File: src/rtl/sram_bank_responder_if.sv
// Muxed requester bus seen by the SRAM bank: access request from the 2:1 mux
// (master side) and per-requester read return plus the sticky range error
// (slave side). Widths come from `ADDR_WIDTH / `DATA_WIDTH.
`ifndef ADDR_WIDTH
`define ADDR_WIDTH 5
`endif
`ifndef DATA_WIDTH
`define DATA_WIDTH 16
`endif

interface sram_bank_responder_if;
  logic                   sel;
  logic [`ADDR_WIDTH-1:0] A;
  logic [`DATA_WIDTH-1:0] D;
  logic                   CEN;
  logic                   WEN;
  logic [`DATA_WIDTH-1:0] Q_0;
  logic [`DATA_WIDTH-1:0] Q_1;
  logic                   Q_valid_0;
  logic                   Q_valid_1;
  logic                   addr_err;

  modport master (
    output sel, A, D, CEN, WEN,
    input  Q_0, Q_1, Q_valid_0, Q_valid_1, addr_err
  );

  modport slave (
    input  sel, A, D, CEN, WEN,
    output Q_0, Q_1, Q_valid_0, Q_valid_1, addr_err
  );
endinterface

File: src/rtl/sram_bank_responder.sv
// Single-port SRAM bank behind the FFT requester mux. Reads return on the
// issuing requester's Q_x with a one-cycle Q_valid_x pulse; the other
// requester's Q holds. Out-of-range accesses drop writes, read as zero and
// set a sticky addr_err.
// Optional feature: define SRAM_OUT_REG_EN to add an output pipeline stage
// (read latency 2 instead of 1).
`ifndef ADDR_WIDTH
`define ADDR_WIDTH 5
`endif
`ifndef DATA_WIDTH
`define DATA_WIDTH 16
`endif

module sram_bank_responder #(
  parameter int DEPTH = 2**`ADDR_WIDTH
) (
  input  logic                  clk,
  input  logic                  rst,
  sram_bank_responder_if.slave  bus
);
  localparam int AW    = `ADDR_WIDTH;
  localparam int DW    = `DATA_WIDTH;
  localparam int IDX_W = (DEPTH > 1) ? $clog2(DEPTH) : 1;

  logic [DW-1:0]    mem_q [DEPTH];

  logic             in_range;
  logic             wr_en;
  logic             rd_en;
  logic [IDX_W-1:0] idx;
  logic [DW-1:0]    rd_word;

  // Word that reaches the requester and its tag/valid, after the optional stage.
  logic             fin_vld;
  logic             fin_tag;
  logic [DW-1:0]    fin_data;

  logic [DW-1:0]    q0_q, q0_d;
  logic [DW-1:0]    q1_q, q1_d;
  logic             qv0_q, qv0_d;
  logic             qv1_q, qv1_d;
  logic             addr_err_q, addr_err_d;

  // Decode the sampled access; out-of-range reads are forced to zero.
  always_comb begin
    in_range = (32'(bus.A) < 32'(DEPTH));
    idx      = bus.A[IDX_W-1:0];
    wr_en    = !bus.CEN && !bus.WEN && in_range;
    rd_en    = !bus.CEN && bus.WEN;
    rd_word  = in_range ? mem_q[idx] : '0;
  end

  // Array write; the array itself is deliberately left unreset.
  always_ff @(posedge clk) begin
    if (wr_en) begin
      mem_q[idx] <= bus.D;
    end
  end

`ifdef SRAM_OUT_REG_EN
  logic          pipe_vld_q;
  logic          pipe_tag_q;
  logic [DW-1:0] pipe_data_q;

  // Extra output stage between the array read and the requester ports.
  always_ff @(posedge clk or posedge rst) begin
    if (rst) begin
      pipe_vld_q  <= 1'b0;
      pipe_tag_q  <= 1'b0;
      pipe_data_q <= '0;
    end else begin
      pipe_vld_q  <= rd_en;
      pipe_tag_q  <= bus.sel;
      pipe_data_q <= rd_word;
    end
  end

  assign fin_vld  = pipe_vld_q;
  assign fin_tag  = pipe_tag_q;
  assign fin_data = pipe_data_q;
`else
  assign fin_vld  = rd_en;
  assign fin_tag  = bus.sel;
  assign fin_data = rd_word;
`endif

  // Route the returning word to its owner; the other Q holds its last value.
  always_comb begin
    q0_d       = q0_q;
    q1_d       = q1_q;
    qv0_d      = 1'b0;
    qv1_d      = 1'b0;
    addr_err_d = addr_err_q;
    if (fin_vld) begin
      if (fin_tag) begin
        q1_d  = fin_data;
        qv1_d = 1'b1;
      end else begin
        q0_d  = fin_data;
        qv0_d = 1'b1;
      end
    end
    if (!bus.CEN && !in_range) begin
      addr_err_d = 1'b1;
    end
  end

  // Read-stage / return registers; rst discards any read in flight.
  always_ff @(posedge clk or posedge rst) begin
    if (rst) begin
      q0_q       <= '0;
      q1_q       <= '0;
      qv0_q      <= 1'b0;
      qv1_q      <= 1'b0;
      addr_err_q <= 1'b0;
    end else begin
      q0_q       <= q0_d;
      q1_q       <= q1_d;
      qv0_q      <= qv0_d;
      qv1_q      <= qv1_d;
      addr_err_q <= addr_err_d;
    end
  end

  assign bus.Q_0       = q0_q;
  assign bus.Q_1       = q1_q;
  assign bus.Q_valid_0 = qv0_q;
  assign bus.Q_valid_1 = qv1_q;
  assign bus.addr_err  = addr_err_q;

  logic unused_ok;
  assign unused_ok = ^{bus.A[AW-1:0]};
endmodule

File: src/flat_wrapper.sv
// flat-port wrapper written by rule: the top's interface ports become plain ports
module sram_bank_responder_flat 
#(
  parameter int DEPTH = 2**`ADDR_WIDTH
)
  (clk, rst, bus_sel, bus_A, bus_D, bus_CEN, bus_WEN, bus_Q_0, bus_Q_1, bus_Q_valid_0, bus_Q_valid_1, bus_addr_err);
  sram_bank_responder_if bus_i ();
  input  logic clk;
  input  logic rst;
  input wire logic [$bits(bus_i.sel)-1:0] bus_sel;
  input wire logic [$bits(bus_i.A)-1:0] bus_A;
  input wire logic [$bits(bus_i.D)-1:0] bus_D;
  input wire logic [$bits(bus_i.CEN)-1:0] bus_CEN;
  input wire logic [$bits(bus_i.WEN)-1:0] bus_WEN;
  output wire logic [$bits(bus_i.Q_0)-1:0] bus_Q_0;
  output wire logic [$bits(bus_i.Q_1)-1:0] bus_Q_1;
  output wire logic [$bits(bus_i.Q_valid_0)-1:0] bus_Q_valid_0;
  output wire logic [$bits(bus_i.Q_valid_1)-1:0] bus_Q_valid_1;
  output wire logic [$bits(bus_i.addr_err)-1:0] bus_addr_err;
  assign bus_i.sel = bus_sel;
  assign bus_i.A = bus_A;
  assign bus_i.D = bus_D;
  assign bus_i.CEN = bus_CEN;
  assign bus_i.WEN = bus_WEN;
  assign bus_Q_0 = bus_i.Q_0;
  assign bus_Q_1 = bus_i.Q_1;
  assign bus_Q_valid_0 = bus_i.Q_valid_0;
  assign bus_Q_valid_1 = bus_i.Q_valid_1;
  assign bus_addr_err = bus_i.addr_err;
  sram_bank_responder #(.DEPTH(DEPTH)) u_core (.clk(clk), .rst(rst), .bus(bus_i));
endmodule
File: config.mk
export PLATFORM = sky130hd
export DESIGN_NAME = sram_bank_responder_flat
export DESIGN_NICKNAME = d
export VERILOG_FILES = /design/src/rtl/sram_bank_responder_if.sv /design/src/rtl/sram_bank_responder.sv /design/src/flat_wrapper.sv
export SDC_FILE = /design/constraint.sdc
export NUM_CORES = 1
export LEC_CHECK = 0
export BUFFER_PORTS_ARGS = -buffer_cell sky130_fd_sc_hd__buf_2
export CAP_MARGIN = 30
export CELL_PAD_IN_SITES_DETAIL_PLACEMENT = 1
export CELL_PAD_IN_SITES_GLOBAL_PLACEMENT = 1
export CORE_MARGIN = 8
export CORE_UTILIZATION = 40
export CTS_CLUSTER_SIZE = 20
export DETAILED_ROUTE_END_ITERATION = 10
export GPL_ROUTABILITY_DRIVEN = 1
export GPL_TIMING_DRIVEN = 0
export PLACE_DENSITY_LB_ADDON = 0.3
export SYNTH_ARGS = -nofsm -noshare
export SYNTH_HDL_FRONTEND = slang
export SYNTH_SLANG_ARGS = --single-unit
File: constraint.sdc
create_clock -name clk -period 1.67 [get_ports clk]
set_clock_uncertainty 0.1 [all_clocks]
set_input_delay 0.334 -clock clk [delete_from_list [all_inputs] [get_ports clk]]
set_output_delay 0.334 -clock clk [all_outputs]
set_load 0.02 [all_outputs]
==> results.txt, run 1 <==
- Derived from the worst setup path, the maximum achievable clock frequency is 0.582 GHz.
* Leakage power of the design: 8.88 nW
* Outcome: finished with violations
- The worst path uses 103% of the clock period.
- By area the synthesized netlist is led by sky130_fd_sc_hd__edfxtp_1 73%, sky130_fd_sc_hd__mux2i_1 12%, sky130_fd_sc_hd__dfrtp_1 4.1%.
- Dpl hpwl: 37,400 um
- After synthesis, the largest area contributor takes up 73.4% of total cell area.
- Synthesis-to-finish area growth: 24.7%
- Die height: 245 um
- The library cell used most frequently in the layout, excluding fill and tap cells, is sky130_fd_sc_hd__edfxtp_1.
* TritonCTS clock tree: done
* Initial antenna violation count: 3
- The clock passes through at most 3 buffers.
* Post-synthesis adder-cell area fraction: 0%
* Hold violation count in the final report: 0
* Setup repair after global routing missed its margin: yes
* Number of buffers created by CTS: 53
* Sinks on Clock Net: 546
* Wire length after detailed routing: 59,400 um
- Final Critical Period: 1720 ps
* Power density relative to cell area: 1100 mW/mm^2
- The final reports fail on negative setup slack.
* Crit path capture type: flop
* Max capacitance violation total: 0
* Number of DRC markers in iteration 0: 1,020
* Post-detailed-route wirelength per cell: 28.9 um
- After Yosys synthesis, and, or, nand and nor cells account for 3.38% of the synthesized area.
- Max Transition Viols Final: 0
* DR vias/cell: 5.67
- The congestion estimate from routability-driven global placement came to 0.850.
- Clock latency on the worst-skew pair, taken at its later pin, is 610 ps.
* Maximum net fanout on the critical path: 2
- Finished layout cell area: 0.0261 mm^2
- After floorplanning, the core was sized to cover 0.0522 mm^2.
- Total I/O pin count: 61
* Cell area reported after detailed placement: 0.0226 mm^2
- The largest total area in the synthesized netlist belongs to sky130_fd_sc_hd__edfxtp_1.
- Clock-pin slew reported for the worst setup and hold paths after clock tree synthesis: 60 ps
- The count of cells in the finished layout, fillers not included, comes to 2,057.
- Synthesis produced 1,165 cells.
- Highest ir drop seen on vdd: 737 uV
- Overall via count from detail_route: 11,700
- The floorplan has 84 rows.
- The pre-antenna-repair detailed-routing pass consisted of 7 iterations.
- In this run the clock root is driven by a sky130_fd_sc_hd__clkbuf_16.
* Share of the synthesized area in compound gates (AO/OA/AOI/OAI): 5.07%
* Xor-xnor portion of the synthesized cell area: 0%
* Synth Warn #: 0
- Once routing completed, OpenROAD measured the worst setup slack at -49.5 ps.
- CTS built an H-tree with a depth of 2.
- Setup violations remaining at the end of the flow were counted as 7.
* Width of the die: 245 um
- The first global-routing pass estimated 83,700 um of wire.
* Total die area: 0.0600 mm^2
- WS Path Type: flop to flop
- After synthesis, the largest family of logic cells by area is multiplexers.
* Mux contribution to synthesized area: 12.2%
* Vias in the first global route: 11,900
* Worst-Margin Slew: 943 ps
- Number of nets in the final layout: 1,358
- Fill cells in the final layout number 4,714.
* GR Overflow Total: 0
- Averaged over all synthesized cells, the footprint is 18.0 um^2.
- Input/output buffers: 57
* Number of flip-flops and latches in the synthesized netlist: 546
* Global-route usage over all layers: 19.1%
* Path type of the worst min-delay path: input pin to flop
* Worst path arrival time: 2060 ps
- Measured against its own limit, the worst slew margin works out to 37.0%.
- The worst setup path is launched from a flop.
- Summing the sequential cell areas from Yosys gives 77.4% of the chip area.
- Top library cells by usage in the layout, fill and taps aside: 512 x sky130_fd_sc_hd__edfxtp_1, 228 x sky130_fd_sc_hd__mux2i_1, 61 x sky130_fd_sc_hd__buf_2, 61 x sky130_fd_sc_hd__o22ai_1, 56 x sky130_fd_sc_hd__clkbuf_16
- For this run, design rule violations remaining after detail routing come to 0.
* Initial cell density of the core: 40.1%
* Fraction of final layout cells sized beyond drive strength 1: 30.3%
- Cell count after placement: 1,920
* Syn nets: 1,191
* Largest net degree at the start of global routing: 33
- At the worst endpoint, the required time is 2010 ps.
- Synthesized area: 0.0210 mm^2
- Routed Antenna Nets: 0
* Number of distinct standard cells referenced by the synthesized netlist: 30
## flip-flops by register name, indices dropped and copies added, names as in the netlist
register	flops
u_core.bus.Q_1	16
u_core.mem_q	512
u_core.bus.Q_valid_0	1
u_core.bus.Q_0	16
u_core.bus.Q_valid_1	1
## kinds of logic after synthesis
group | Yosys count
flip-flops | 546
multiplexers | 256
AO/OA/AOI/OAI | 160
AND/OR/NAND/NOR | 128
buffers and inverters | 74
other | 1
## path summary, 6_finish.rpt
check                                endpoint  cells past startpoint           startpoint  slack (ps)
min in group asynchronous   u_core.bus.Q_1[0]                      3                  rst         410
setup / recovery            u_core.bus.Q_1[8]                      5  u_core.mem_q[30][8]         -50
max in group asynchronous  u_core.bus.Q_1[15]                      4                  rst         450
setup reg to reg            u_core.bus.Q_1[8]                      5  u_core.mem_q[30][8]         -50
hold / removal             u_core.bus.Q_0[15]                      4              bus_sel          30
hold reg to reg             u_core.bus.Q_1[2]                      2    u_core.bus.Q_1[2]         450
## critical path, stage by stage, from the launching register on
cell                       delay [ps]
sky130_fd_sc_hd__edfxtp_1         380
sky130_fd_sc_hd__mux2i_2          260
sky130_fd_sc_hd__o22ai_4          130
sky130_fd_sc_hd__nor4_4           390
sky130_fd_sc_hd__buf_4            220
sky130_fd_sc_hd__a31oi_1           90
## Yosys cell counts (all sizes together)
library cell and n:
nand4b 4, inv 1, a31oi 32, or3 1, edfxtp 512, mux2i 256, nor3 4, and3b 1
dfrtp 34, or4 2, nand3b 4, nand4 1, nand4bb 6, nand3 2, nand2 2, nor3b 1
conb 1, or3b 2, or4b 4, nor4 32, o22ai 128, nor2 62, clkbuf 21, buf 52
## metrics by stage
stage               util (%)  hold WS [ps]  setup TNS (ps)  power (mW)  setup WS (ps)
global placement        43.2           439         -487930        17.5          -1690
finish                  50.0          34.1            -222        28.8          -49.5
global route            50.0          27.7            -456        29.6          -86.3
detailed placement      43.3           447         -499040        17.6          -1440
CTS                     48.6          28.5            -753        28.8          -86.5
floorplan                  -           333         -194270        16.7           -711
## routing by layer
layer  global-route usage, %  part of all wire [%]
met1                    27.5                    45
met2                    29.3                    46
met5                       0                 0.039
met4                    4.98                   2.4
met3                    4.15                   6.6
## power breakdown
part           internal (mW)  total, mW  switching, mW
Clock                   6.27       11.2           4.91
Sequential              15.2       15.4          0.145
Combinational          0.807       2.28           1.47
Total                   22.3       28.8           6.53
## cell type report
| type | instances | area [um^2] | share of cell area, % |
|---|---|---|---|
| Antenna cell | 1 | 2.50 | 0.00958 |
| Inverter | 1 | 3.75 | 0.0144 |
| Tap cell | 688 | 861 | 3.29 |
| Buffer | 68 | 701 | 2.68 |
| Clock inverter | 16 | 97.6 | 0.373 |
| Multi-Input combinational cell | 545 | 5650 | 21.6 |
| Sequential cell | 546 | 16200 | 62.1 |
| Clock buffer | 75 | 1480 | 5.67 |
| Timing Repair Buffer | 117 | 1110 | 4.27 |
## timing repair
| item | in CTS | in global routing |
|---|---|---|
| gates resized for setup | 102 | 132 |
| buffers inserted | 39 | 12 |
| hold buffers | 1 | 0 |
| pin swaps | 35 | 30 |
| hold endpoints to repair | 20 | 0 |
| endpoints found under the setup margin | 389 | 95 |
No activity file was read; power rests on OpenSTA's default activity.
==> inputs of run 2 (changes only) <==
CORE_MARGIN = 3   (was 8)
SKIP_LAST_GASP = 1   (was default)
==> results.txt, run 2 (synthesis results as in run 1) <==
- Power density relative to cell area: 1130 mW/mm^2 (was 1100 mW/mm^2)
- The final worst setup slack is -80.2 ps (was -49.5 ps).
- Kind of start point of the critical path: input pin (was flop)
* CORE AREA: 0.0516 mm^2 (was 0.0522 mm^2)
- Clock tree root driver cell: sky130_fd_sc_hd__clkbuf_16 (unchanged)
- The global routing usage summed across all routing layers was 20.7% (was 19.1%).
* FF/Latch Area: 0.0162 mm^2 (unchanged)
- The internal reg-to-reg setup slack came to 0 ps (was -50 ps).
- Finished layout cell area: 0.0257 mm^2 (was 0.0261 mm^2)
* Top library cells by usage in the layout, fill and taps aside: 512 x sky130_fd_sc_hd__edfxtp_1, 253 x sky130_fd_sc_hd__mux2i_1, 75 x sky130_fd_sc_hd__o22ai_1 (was 512 x sky130_fd_sc_hd__edfxtp_1, 228 x sky130_fd_sc_hd__mux2i_1, 61 x sky130_fd_sc_hd__buf_2, 61 x sky130_fd_sc_hd__o22ai_1, 56 x sky130_fd_sc_hd__clkbuf_16)
- Setup repair after global routing missed its margin: yes (unchanged).
- The die extent in x is 235 um (was 245 um).
- Total I/O pin count: 61 (unchanged)
- Total die area: 0.0552 mm^2 (was 0.0600 mm^2)
* Failing checks: negative setup slack (unchanged)
- The worst-case hold path end point was u_core.bus.Q_0[15] (unchanged).
- Outcome: finished with violations (unchanged).
- The final cycle utilization of the critical path was 105% (was 103%).
- Crit path capture type: flop (unchanged)
- Critical path's top delay family: buffers and inverters (was simple AND/OR/NAND/NOR gates)
- The total cell area at the placement stage is 0.0226 mm^2 (about the same).
- Wire length after detailed routing: 58,700 um (was 59,400 um)
* Amount of wire on met3 after detailed routing: 4290 um (was 3930 um)
- Most flops, register: u_core.mem_q (unchanged)
* Max Transition Viols Final: 0 (unchanged)
- Hold wc startpoint: bus_sel (unchanged)
- The CTS clock-pin slew for the worst setup and hold paths came to 60 ps (about the same).
- The number of logic stages on the critical path including buffering is 9 (was 5).
- Leakage power of the design: 8.92 nW (was 8.88 nW)
- Hold violation count in the final report: 0 (unchanged)
- The maximum vdd drop is 662 uV (was 737 uV).
* Area of the multi-input gates: 0.00534 mm^2 (was 0.00565 mm^2)
- Metal1 wirelength: 25,900 um (was 26,600 um)
- Dpl hpwl: 37,000 um (was 37,400 um)
* Htree depth: 2 (unchanged)
* Clock latency at the later pin of the worst-skew pair: 610 ps (about the same)
- DRC errors left: 0 (unchanged)
- The number of buffers created by CTS is 54 (was 53).
- Total buffers and inverters traversed by the critical path: 5 (was 1)
- Number of rows in the core area: 83 (was 84)
- Highest Signal Layer: met5 (unchanged)
- TritonCTS clock tree: done (unchanged)
- The achievable clock frequency is 0.571 GHz (was 0.582 GHz).
* Worst hold path cell count: 4 (unchanged)
- The delay of the slowest critical-path stage came to 430 ps (was 390 ps).
- The overflow left after global routing came to 0 (unchanged).
- The class of the tightest hold or removal check is input pin to flop (unchanged).
- Critical path, cell by cell: buf_2 > buf_8 > buf_6 > nand4b_1 > buf_4 > buf_2 > o22ai_2 > nor4_4 > a31oi_1 (was mux2i_2 > o22ai_4 > nor4_4 > buf_4 > a31oi_1)
* Post-detailed-route wirelength per cell: 28.6 um (was 28.9 um)
- The antenna cell count is 0 (was 1).
- The number of antenna violations at the first check in global routing is 1 (was 3).
* Die height: 235 um (was 245 um)
* Number of DRC markers in iteration 0: 1,383 (was 1,020)
* Max capacitance violation total: 0 (unchanged)
* CP dominant cell by count: sky130_fd_sc_hd__buf_2
- The share of layout cells above drive strength 1 came to 27.4% (was 30.3%).
* Final setup fails: 18 (was 7)
- The buffer depth of the longest clock path is 3 (unchanged).
* Required time of the critical path: 2020 ps (was 2010 ps)
* Number of nets in the final layout: 1,354 (was 1,358)
* Number of filler cells placed in the layout: 4,719 (was 4,714)
- The most common cell after layout, fill and taps aside is sky130_fd_sc_hd__edfxtp_1 (unchanged).
- The via count came to 11,700 (about the same).
- The effective utilization at floorplan came to 40.6% (was 40.1%).
- WS Path Type: input pin to flop (was flop to flop)
- The worst max-slew margin expressed relative to the limit came to 44.8% (was 37.0%).
- The largest net degree at the start of global routing came to 33 (unchanged).
- TNS Setup: -315 ps (was -222 ps)
- The critical register-to-register path startpoint is u_core.mem_q[27][1] (was u_core.mem_q[30][8]).
* Synthesis-to-finish area growth: 22.6% (was 24.7%)
* Worst-Margin Slew: 828 ps (was 943 ps)
- Met2 routed WL: 27,100 um (was 27,400 um)
- The minimum period implied by the final worst setup slack is 1750 ps (was 1720 ps).
- The slowest cell on the critical path is sky130_fd_sc_hd__nor4_4 (unchanged).
- The count of buffers from port buffering was 57 (unchanged).
* Design Power: 29.1 mW (was 28.8 mW)
- Routed Antenna Nets: 0 (unchanged)
- Maximum net fanout on the critical path: 10 (was 2)
* Flip-flop count of the largest register, all copies and words added: 512 (unchanged)
- The global-route wire length before repair came to 83,300 um (was 83,700 um).
- The data arrival time of the worst path came to 2100 ps (was 2060 ps).
- The number of global-route vias before repair came to 11,800 (was 11,900).
* Sinks on Clock Net: 546 (unchanged)
- The worst flop-to-flop path endpoint is u_core.bus.Q_0[1] (was u_core.bus.Q_1[8]).
- GP Congestion: 0.815 (was 0.850)
- DR vias/cell: 5.70 (was 5.67)
* Count of TritonRoute iterations in the first routing pass: 5 (was 7)
- Reg2reg path depth: 5 (unchanged)
-- run 2: changes by cell type in the layout (fill, tap and decap cells not counted), sizes merged --
cell,before,now
buf,167,162
clkinv,14,22
diode,1,0
inv,2,1
dlygate4sd3,1,3
clkbuf,92,91
-- run 2: area by class of cell --
cell class / count / share of cell area (%)
repair buffers: 111 / 3.59
plain buffers: 69 / 2.68
multi-input cells: 545 / 20.8
clock buffers: 76 / 6.02
inverters: 1 / 0.0146
clock inverters: 23 / 0.492
well taps: 680 / 3.31
flip-flops and latches: 546 / 63.1
-- run 2: report_power, final --
| part | switching, mW | leakage [nW] | internal [mW] |
|---|---|---|---|
| Combinational | 1.44 | 3.10 | 0.770 |
| Clock | 4.97 | 0.829 | 6.57 |
| Sequential | 0.113 | 4.99 | 15.2 |
-- run 2: worst max path at each step --
stage | startpoint | endpoint | slack, ps
after floorplan | bus_A[0] | u_core.mem_q[25][0] | -710
after global placement | bus_A[3] | u_core.bus.Q_1[2] | -1810
after detailed placement | bus_CEN | u_core.mem_q[25][1] | -1530
after CTS | bus_A[4] | u_core.bus.Q_0[2] | -280
after global routing | bus_A[0] | u_core.bus.Q_0[1] | -90
final | bus_A[4] | u_core.bus.Q_0[1] | -80
-- run 2: layer usage --
| layer | vias up | track usage (%) |
|---|---|---|
| met1 | 6188 | 30.3 |
| met3 | 74 | 4.15 |
| met5 | - | 0 |
| met2 | 378 | 32.0 |
| li1 | 5051 | - |
| met4 | 2 | 5.14 |
-- run 2: tightest hold or removal path, delay by kind of cell --
kind	cells	cell delay, ps
buf+inv	1	100
simple gates	2	200
compound gates	1	50
-- run 2: what timing repair did --
| item | in CTS | in global routing |
|---|---|---|
| buffers inserted | 32 | 9 |
| setup endpoints to repair | 384 | 248 |
| pin swaps | 26 | 16 |
| hold endpoints to repair | 17 | 1 |
| cloned | 0 | 1 |
| hold buffers | 2 | 1 |
| resized for setup | 78 | 88 |
-- run 2: stage by stage --
| stage | setup slack, ps | hold slack (ps) | instances | utilization [%] |
|---|---|---|---|---|
| floorplan | -711 | 333 | 1165 | - |
| global placement | -1810 | 433 | 1902 | 43.7 |
| detailed placement | -1530 | 410 | 1911 | 43.9 |
| CTS | -277 | 4.71 | 2040 | 48.7 |
| global route | -90.1 | 33.5 | 2051 | 49.8 |
| finish | -80.2 | 18.8 | 2051 | 49.8 |
